### config.mk
export PLATFORM = sky130hd
export DESIGN_NAME = mem_access_unit
export DESIGN_NICKNAME = d
export VERILOG_FILES = /design/src/rtl/mem_access_unit.sv
export SDC_FILE = /design/constraint.sdc
export NUM_CORES = 1
export LEC_CHECK = 0
export ABC_AREA = 0
export CORE_UTILIZATION = 30
export DETAILED_ROUTE_END_ITERATION = 16
export GPL_TIMING_DRIVEN = 0
export PLACE_DENSITY = 0.6
export SLEW_MARGIN = 20
export SYNTH_ARGS = -nofsm -noshare
export SYNTH_HDL_FRONTEND = slang
export SYNTH_SLANG_ARGS = --single-unit
### constraint.sdc
create_clock -name clk -period 3.1 [get_ports clk]
set_input_delay 0.465 -clock clk [delete_from_list [all_inputs] [get_ports clk]]
set_output_delay 0.465 -clock clk [all_outputs]
set_load 0.02 [all_outputs]
### src/rtl/mem_access_unit.sv
// -----------------------------------------------------------------------------
// mem_access_unit
//
// Load/store initiator for the multicycle core. Takes one RISC-V load or store
// (LB/LH/LW/LBU/LHU/SB/SH/SW, chosen by funct3) per request and drives the
// word-addressed data RAM. The RAM has no byte enables, so SB/SH are done as
// read-modify-write: read the word, merge the new byte/half, write it back.
// Load data is extracted from the addressed lane and sign/zero-extended.
//
// Ports:
//   clk, reset          rising-edge clock, synchronous active-high reset
//   req_valid/req_ready request handshake (ready only while IDLE)
//   req_we              1 = store, 0 = load
//   req_funct3          RISC-V size/sign code
//   req_addr            byte address
//   req_wdata           store data, right-aligned
//   resp_valid          one-cycle completion pulse
//   resp_rdata          extended load data (0 for stores and errors)
//   resp_err            illegal funct3 (or misaligned, see macro below)
//   mem_we/mem_a/mem_wd RAM write enable, word-aligned byte address, write data
//   mem_rd              RAM combinational read data
//
// Build option:
//   MEM_ACCESS_MISALIGN_TRAP_EN  defined   : misaligned accesses end in ERR
//                                           with no RAM access.
//                                undefined : the address is truncated to
//                                           natural alignment and the access
//                                           proceeds; only illegal funct3
//                                           raises resp_err.
// -----------------------------------------------------------------------------
module mem_access_unit #(
    parameter int ADDR_WIDTH = 32,
    parameter int DATA_WIDTH = 32
) (
    input  logic                  clk,
    input  logic                  reset,
    input  logic                  req_valid,
    output logic                  req_ready,
    input  logic                  req_we,
    input  logic [2:0]            req_funct3,
    input  logic [ADDR_WIDTH-1:0] req_addr,
    input  logic [DATA_WIDTH-1:0] req_wdata,
    output logic                  resp_valid,
    output logic [DATA_WIDTH-1:0] resp_rdata,
    output logic                  resp_err,
    output logic                  mem_we,
    output logic [ADDR_WIDTH-1:0] mem_a,
    output logic [DATA_WIDTH-1:0] mem_wd,
    input  logic [DATA_WIDTH-1:0] mem_rd
);

    typedef enum logic [2:0] {
        ST_IDLE  = 3'd0,
        ST_READ  = 3'd1,
        ST_WRITE = 3'd2,
        ST_DONE  = 3'd3,
        ST_ERR   = 3'd4
    } state_t;

    // Pick the addressed lane of a RAM word and extend it according to funct3.
    function automatic logic [31:0] load_extract(input logic [31:0] word,
                                                 input logic [2:0]  f3,
                                                 input logic [1:0]  lane);
        logic [7:0]  b;
        logic [15:0] h;
        logic [31:0] res;
        case (lane)
            2'b00:   b = word[7:0];
            2'b01:   b = word[15:8];
            2'b10:   b = word[23:16];
            2'b11:   b = word[31:24];
            default: b = 8'h00;
        endcase
        if (lane[1]) begin
            h = word[31:16];
        end else begin
            h = word[15:0];
        end
        case (f3)
            3'b000:  res = {{24{b[7]}}, b};
            3'b001:  res = {{16{h[15]}}, h};
            3'b010:  res = word;
            3'b100:  res = {24'h000000, b};
            3'b101:  res = {16'h0000, h};
            default: res = 32'h0000_0000;
        endcase
        return res;
    endfunction

    // Replace the addressed byte (SB) or half (SH) of a RAM word; keep the rest.
    function automatic logic [31:0] store_merge(input logic [31:0] word,
                                                input logic [15:0] wd,
                                                input logic [2:0]  f3,
                                                input logic [1:0]  lane);
        logic [31:0] res;
        res = word;
        case (f3)
            3'b000: begin
                case (lane)
                    2'b00:   res[7:0]   = wd[7:0];
                    2'b01:   res[15:8]  = wd[7:0];
                    2'b10:   res[23:16] = wd[7:0];
                    2'b11:   res[31:24] = wd[7:0];
                    default: res        = word;
                endcase
            end
            3'b001: begin
                if (lane[1]) begin
                    res[31:16] = wd;
                end else begin
                    res[15:0] = wd;
                end
            end
            default: res = word;
        endcase
        return res;
    endfunction

    state_t                  state_r;
    state_t                  next_state_s;

    logic                    accept_s;
    logic                    legal_s;
    logic                    go_err_s;
    logic                    is_sw_s;
    logic [ADDR_WIDTH-1:0]   addr_nat_s;

    logic                    we_r;
    logic [2:0]              funct3_r;
    logic [1:0]              lane_r;
    logic [15:0]             wdata_r;

    logic                    busy_r;
    logic                    resp_valid_r;
    logic                    resp_err_r;
    logic [DATA_WIDTH-1:0]   resp_rdata_r;
    logic                    mem_we_r;
    logic [ADDR_WIDTH-1:0]   mem_a_r;
    logic [DATA_WIDTH-1:0]   mem_wd_r;

    logic                    busy_nx_s;
    logic                    resp_valid_nx_s;
    logic                    resp_err_nx_s;
    logic [DATA_WIDTH-1:0]   resp_rdata_nx_s;
    logic                    mem_we_nx_s;
    logic [ADDR_WIDTH-1:0]   mem_a_nx_s;
    logic [DATA_WIDTH-1:0]   mem_wd_nx_s;

    assign accept_s = req_valid && (state_r == ST_IDLE);
    assign is_sw_s  = req_we && (req_funct3 == 3'b010);

    // Request classification: legal funct3, alignment handling, error decision.
    always_comb begin
        legal_s    = 1'b0;
        go_err_s   = 1'b0;
        addr_nat_s = req_addr;
        if (req_we) begin
            case (req_funct3)
                3'b000, 3'b001, 3'b010: legal_s = 1'b1;
                default:                legal_s = 1'b0;
            endcase
        end else begin
            case (req_funct3)
                3'b000, 3'b001, 3'b010, 3'b100, 3'b101: legal_s = 1'b1;
                default:                                legal_s = 1'b0;
            endcase
        end
`ifdef MEM_ACCESS_MISALIGN_TRAP_EN
        // funct3[1:0] encodes the size: 01 half, 10 word.
        case (req_funct3[1:0])
            2'b01:   go_err_s = !legal_s || req_addr[0];
            2'b10:   go_err_s = !legal_s || (req_addr[1:0] != 2'b00);
            default: go_err_s = !legal_s;
        endcase
`else
        go_err_s = !legal_s;
        // Silently truncate to natural alignment instead of trapping.
        case (req_funct3[1:0])
            2'b01:   addr_nat_s[0]   = 1'b0;
            2'b10:   addr_nat_s[1:0] = 2'b00;
            default: addr_nat_s      = req_addr;
        endcase
`endif
    end

    // FSM state register.
    always_ff @(posedge clk) begin
        if (reset) begin
            state_r <= ST_IDLE;
        end else begin
            state_r <= next_state_s;
        end
    end

    // FSM next-state logic.
    always_comb begin
        next_state_s = state_r;
        case (state_r)
            ST_IDLE: begin
                if (accept_s) begin
                    if (go_err_s) begin
                        next_state_s = ST_ERR;
                    end else if (is_sw_s) begin
                        next_state_s = ST_WRITE;
                    end else begin
                        next_state_s = ST_READ;
                    end
                end else begin
                    next_state_s = ST_IDLE;
                end
            end
            ST_READ: begin
                if (we_r) begin
                    next_state_s = ST_WRITE;
                end else begin
                    next_state_s = ST_DONE;
                end
            end
            ST_WRITE: next_state_s = ST_DONE;
            ST_DONE:  next_state_s = ST_IDLE;
            ST_ERR:   next_state_s = ST_IDLE;
            default:  next_state_s = ST_IDLE;
        endcase
    end

    // FSM output logic: next values of the registered outputs, so every
    // output flop already reflects the state it is being loaded alongside.
    always_comb begin
        busy_nx_s       = (next_state_s != ST_IDLE);
        resp_valid_nx_s = (next_state_s == ST_DONE) || (next_state_s == ST_ERR);
        resp_err_nx_s   = (next_state_s == ST_ERR);
        mem_we_nx_s     = (next_state_s == ST_WRITE);
        resp_rdata_nx_s = '0;
        mem_a_nx_s      = mem_a_r;
        mem_wd_nx_s     = mem_wd_r;
        if (accept_s) begin
            mem_a_nx_s = {addr_nat_s[ADDR_WIDTH-1:2], 2'b00};
        end else begin
            mem_a_nx_s = mem_a_r;
        end
        if (accept_s && is_sw_s) begin
            mem_wd_nx_s = req_wdata;
        end else if ((state_r == ST_READ) && we_r) begin
            mem_wd_nx_s = store_merge(mem_rd, wdata_r, funct3_r, lane_r);
        end else begin
            mem_wd_nx_s = mem_wd_r;
        end
        if ((state_r == ST_READ) && !we_r) begin
            resp_rdata_nx_s = load_extract(mem_rd, funct3_r, lane_r);
        end else begin
            resp_rdata_nx_s = '0;
        end
    end

    // Request fields latched on accept.
    always_ff @(posedge clk) begin
        if (reset) begin
            we_r     <= 1'b0;
            funct3_r <= 3'b000;
            lane_r   <= 2'b00;
            wdata_r  <= 16'h0000;
        end else if (accept_s) begin
            we_r     <= req_we;
            funct3_r <= req_funct3;
            lane_r   <= addr_nat_s[1:0];
            wdata_r  <= req_wdata[15:0];
        end else begin
            we_r     <= we_r;
            funct3_r <= funct3_r;
            lane_r   <= lane_r;
            wdata_r  <= wdata_r;
        end
    end

    // Registered outputs.
    always_ff @(posedge clk) begin
        if (reset) begin
            busy_r       <= 1'b0;
            resp_valid_r <= 1'b0;
            resp_err_r   <= 1'b0;
            resp_rdata_r <= '0;
            mem_we_r     <= 1'b0;
            mem_a_r      <= '0;
            mem_wd_r     <= '0;
        end else begin
            busy_r       <= busy_nx_s;
            resp_valid_r <= resp_valid_nx_s;
            resp_err_r   <= resp_err_nx_s;
            resp_rdata_r <= resp_rdata_nx_s;
            mem_we_r     <= mem_we_nx_s;
            mem_a_r      <= mem_a_nx_s;
            mem_wd_r     <= mem_wd_nx_s;
        end
    end

    assign req_ready  = !busy_r;
    assign resp_valid = resp_valid_r;
    assign resp_err   = resp_err_r;
    assign resp_rdata = resp_rdata_r;
    // Gate with reset so a reset landing in the WRITE cycle never commits a
    // half-finished read-modify-write.
    assign mem_we     = mem_we_r && !reset;
    assign mem_a      = mem_a_r;
    assign mem_wd     = mem_wd_r;

endmodule
; Word-level counts from Yosys, hierarchy flattened
; Cells that the tools add are included.
; W data, S select, Z words.
[word_totals]
regBits = 123
inputBits = 103
out_inout_bits = 100
wordCells = 73
[op_classes]
n_eq_ne = 18
muxes = 22
n_bitwise = 1
reduce_logical = 20
[ops]
columns = cell, count
row1 = $pmux W32 S5, 1
row2 = $mux W32, 2
row3 = $pmux W32 S2, 1
row4 = $mux W16, 3
row5 = $mux W8, 4
row6 = $pmux W8 S4, 1
row7 = $eq A3 B2 Y1 const B, 5
row8 = $eq A3 B3 Y1 const B, 5
row9 = $eq A3 B1 Y1 const B, 3
row10 = $logic_not A3 Y1, 3
row11 = $pmux W3 S3, 1
row12 = $eq A2 B2 Y1 const B, 3
row13 = $logic_and A1 B1 Y1, 6
row14 = $mux W1, 6
row15 = $mux W3, 2
row16 = $reduce_or A5 Y1, 1
row17 = $eq A2 B1 Y1 const B, 2
row18 = $reduce_or A2 Y1, 2
row19 = $logic_not A1 Y1, 3
row20 = $reduce_bool A3 Y1, 1
row21 = $reduce_or A3 Y1, 1
row22 = $logic_not A2 Y1, 1
row23 = $mux W2, 1
row24 = $reduce_bool A2 Y1, 1
row25 = other kinds (2), 2

; Logic depth before layout (Yosys ltp)
[depth]
word_depth = 9
mapped_depth = 8
mapped_depth_nobuf = 6

; Least setup slack after synthesis
; Ideal clock, no wire load.
[synth_path]
kind = input to register
from = input req_funct3[0]
to = register mem_wd_r[10] (netlist: mem_wd[10])
setup_time_ns = 0.095
arrival_time_ns = 1.696
t_required_ns = 3.005
slack_ns = 1.308
stages = 8
n_path_buf = 2
path_cell_list = inv_1 ha_1 and3b_1 clkbuf_1 nand2_1 clkbuf_1 o21ai_0 a221oi_1
[synth_via]
elab_chain_len = 4
word_cells_on_any_way = 5
cone_classes = 1 x eq/ne / 1 x mux / 3 x reduce/logical
[synth_lines]
columns = item, line
row1 = "start, declared", 40  ; input logic [2:0] req_funct3,
row2 = $eq A3 B2 Y1 (*), 150  ; assign is_sw_s = req_we && (req_funct3 == 3'b010);
row3 = $logic_and A1 B1 Y1 (*), 150
row4 = $logic_and A1 B1 Y1 (*), 241  ; if (accept_s && is_sw_s) begin
row5 = $mux W32 or $reduce_bool A2 Y1 (tied branches), n/a
row6 = "end signal, assigned", 292  ; mem_wd_r <= mem_wd_nx_s;
row7 = "end, declared", 139  ; logic [DATA_WIDTH-1:0] mem_wd_r;
; Mark *: on every way between the ends. The rest lies on a longest branch, timed or not.
; A chain may end at the register's enable or synchronous reset.

; Worst setup path after layout
[layout_path]
from = input reset
to = output mem_we
[layout_via]
elab_chain_len = 2
[layout_lines]
columns = item, line
row1 = "start, declared", 36  ; input logic reset,
row2 = $logic_not A1 Y1, 302  ; assign mem_we = mem_we_r && !reset;
row3 = $logic_and A1 B1 Y1, 302
row4 = "end, declared", 46  ; output logic mem_we,
; No other way between the ends.

==> metrics.cfg <==
[outcome]
status = complete, no violations

[setup_path]
critPathArrivalTime_ns = 1.96
r2r_slack_ns = 0.99
path_class = input pin to output port
cp-start-kind = input pin
ff2ff_path_depth = 5
crit_fanout = 10
cp.required_ns = 2.63
endpoint_kind = output port
r2r_end = resp_rdata[6]
r2r-start = state_r[0]

[timing]
hold_viol = 0
rsz0062_at_grt = no
worst_slew_pin_slew_ns = 0.8006
setup_ws_ns = 0.6734
final.period_utilization_pct = 78.28
clock_skew_ns = 0.005277
tns_ns = 0
fmax_ghz = 0.4121
fin_crit_ns = 2.427
drv_slew = 0
slew_headroom_pct = 46.49
holdWs_ns = 0.4517
finalSetupViolCount = 0

[min_path]
min_path_cells = 2
hold_path.startpoint = mem_a[19]
hold_class = flop to flop
hold_end = mem_a[19]

[route]
drt_iter0_drc = 358
postRouteWirelength_mm = 19.75
dr_total_vias = 5654
drc_errors = 0
post_drt_wl_per_cell_um = 17.84
dr.pass1.iters = 5
via_per_inst = 5.107
ant_nets = 0

[global_route]
grt-ovfl-total = 0
grt_max_degree = 17
grt_pass1_vias = 5425
grt.total_usage_pct = 21.54
grt_first_pass_wirelength_mm = 30.05
antenna_found_initial = 0

[die]
start_util_pct = 30.97
num_rows = 48
core-area_mm2 = 0.01742
ios = 203
dieHeight_um = 136.1
die_area_mm2 = 0.01852
die_x_um = 136.1

[clock_tree]
path_clk_slew_ns = 0.05
cts_resized = 0
ctsHoldBuffers = 0
cts_root_buf = clkbuf_16
cts_buffers = 17
clk_path_buf_depth = 2
h-tree-depth = 4
cts_tree = yes
clock_sinks = 123
clk_latency_ns = 0.43
cts_setup_buffers = 0

[finish]
postLayoutCoreUtil_pct = 47.65
final_cell_count_no_fill = 1107
syn_to_final_growth_pct = 53.86
design_area_mm2 = 0.008299
drive_above_1_share_pct = 7.256
fin_nets = 975
antenna_cells = 0

[logic_synthesis]
synthFlopType = dfxtp_1
yosysTopAreaCellShare_pct = 45.65
synth-edff-count = 0
synth.distinct_cells = 55
ys_ff_latch = 123
synth_area_per_cell_um2 = 8.298
async_flop_share_pct = 0
ys_seq_area_share_pct = 45.65
postSynthCellCount = 650
synthTopCellsByArea = dfxtp_1, nand2_1, a21oi_1
yosys.area.top_type = dfxtp_1
syn_area_mm2 = 0.005394
yosysWarnings = 0

[flow_run]
cap_violations = 0

[placed_design]
dp_cells = 1075
dpl.hpwl_mm = 14.88
gp_congestion = 0.8818
io_buffers = 199
preCtsSetupSlack_ns = 0.3244
place_area_mm2 = 0.007671

[power_and_ir_drop]
fin_total_pwr_mw = 4.957
powerDensity_mw_per_mm2 = 597.2
vdd_drop_max_mv = 0.4112
leakage_nw = 2.925

-- synth_stat cells (4+ instances only) --
| cell | n |
|---|---|
| a211oi_1 | 13 |
| a21boi_0 | 11 |
| a21boi_1 | 4 |
| a21oi_1 | 79 |
| a221oi_1 | 25 |
| a22oi_1 | 7 |
| a31oi_1 | 17 |
| buf_2 | 18 |
| clkbuf_1 | 32 |
| dfxtp_1 | 123 |
| inv_1 | 9 |
| nand2_1 | 150 |
| nand3_1 | 4 |
| nand3b_1 | 19 |
| nor2_1 | 13 |
| nor2b_1 | 4 |
| o21ai_0 | 28 |
| o21bai_1 | 4 |
| o22a_1 | 7 |
| o22ai_1 | 15 |
| o31ai_1 | 16 |
-- cell type report --
class,instances,area (um2)
multi-input combinational,460,2631
inverter,11,41.29
timing repair buffer,199,1992
fill,1726,9117
clock buffer,21,460.4
clock inverter,11,167.7
tap,225,281.5
sequential,123,2462
buffer,57,262.8
-- worst max path at each step --
stage,from,endpoint,slack (ns),cells past startpoint
floorplan,req_funct3[0],mem_wd[10],1.31,8
global placement,req_funct3[0],mem_wd[14],0.31,9
detailed placement,req_funct3[0],mem_wd[12],0.32,9
CTS,reset,mem_we,0.67,4
global route,req_funct3[0],mem_wd[18],0.47,9
finish,reset,mem_we,0.67,4
-- worst max-delay path: stages --
cell,delay (ns)
clkbuf_1,0.33
clkbuf_1,0.48
nor2b_1,0.13
clkdlybuf4s50_1,0.56
-- cell usage in the layout (no fill, tap or decap), drive strengths merged, types with 2 or more instances in the layout --
master / synthesis / final
a211oi: 13 / 13
a21boi: 15 / 15
a21oi: 79 / 79
a221oi: 25 / 25
a22oi: 7 / 7
a31oi: 17 / 17
a32oi: 2 / 2
and2: 2 / 2
buf: 25 / 25
bufinv: 0 / 4
clkbuf: 32 / 53
clkdlybuf4s50: 0 / 199
clkinv: 2 / 4
clkinvlp: 0 / 5
conb: 1 / 2
dfxtp: 123 / 123
ha: 3 / 3
inv: 9 / 9
mux2: 2 / 2
nand2: 151 / 151
nand2b: 3 / 3
nand3: 4 / 4
nand3b: 19 / 19
nor2: 13 / 13
nor2b: 4 / 4
nor3: 4 / 4
nor3b: 3 / 3
nor4: 2 / 2
nor4b: 2 / 2
o211ai: 2 / 2
o21ai: 30 / 30
o21bai: 4 / 4
o22a: 7 / 7
o22ai: 15 / 15
o31ai: 16 / 16
-- layer usage --
layer | share of wire [%] | global-route usage, %
met5 | 0 | 0
met4 | 2.2 | 8.333
met3 | 9.1 | 6.935
met2 | 45 | 33.95
met1 | 44 | 27.11
-- state kept, by name (all words and copies together), names as in the netlist --
signal,cells
mem_a,30
lane_r,2
resp_err,1
resp_valid,1
resp_rdata,32
busy_r,1
mem_we_r,1
mem_wd,32
funct3_r,3
state_r,3
we_r,1
wdata_r,16
-- where the power goes --
group	leakage [nW]	switching [mW]	internal (mW)	total, mW
logic	1.63	0.580	0.457	1.04
clock network	0.291	0.743	1.38	2.13
registers	1.00	0.0862	1.71	1.79
total	2.92	1.41	3.55	4.96
-- cell families after synthesis --
logic type | share of synthesized area [%]
flops | 45.65
fa+ha+maj | 0.6960
simple gates | 18.53
other cells | 0.06952
mux | 0.8350
buf+inv | 5.637
compound gates | 28.58
(Power assumes the default switching activity.)
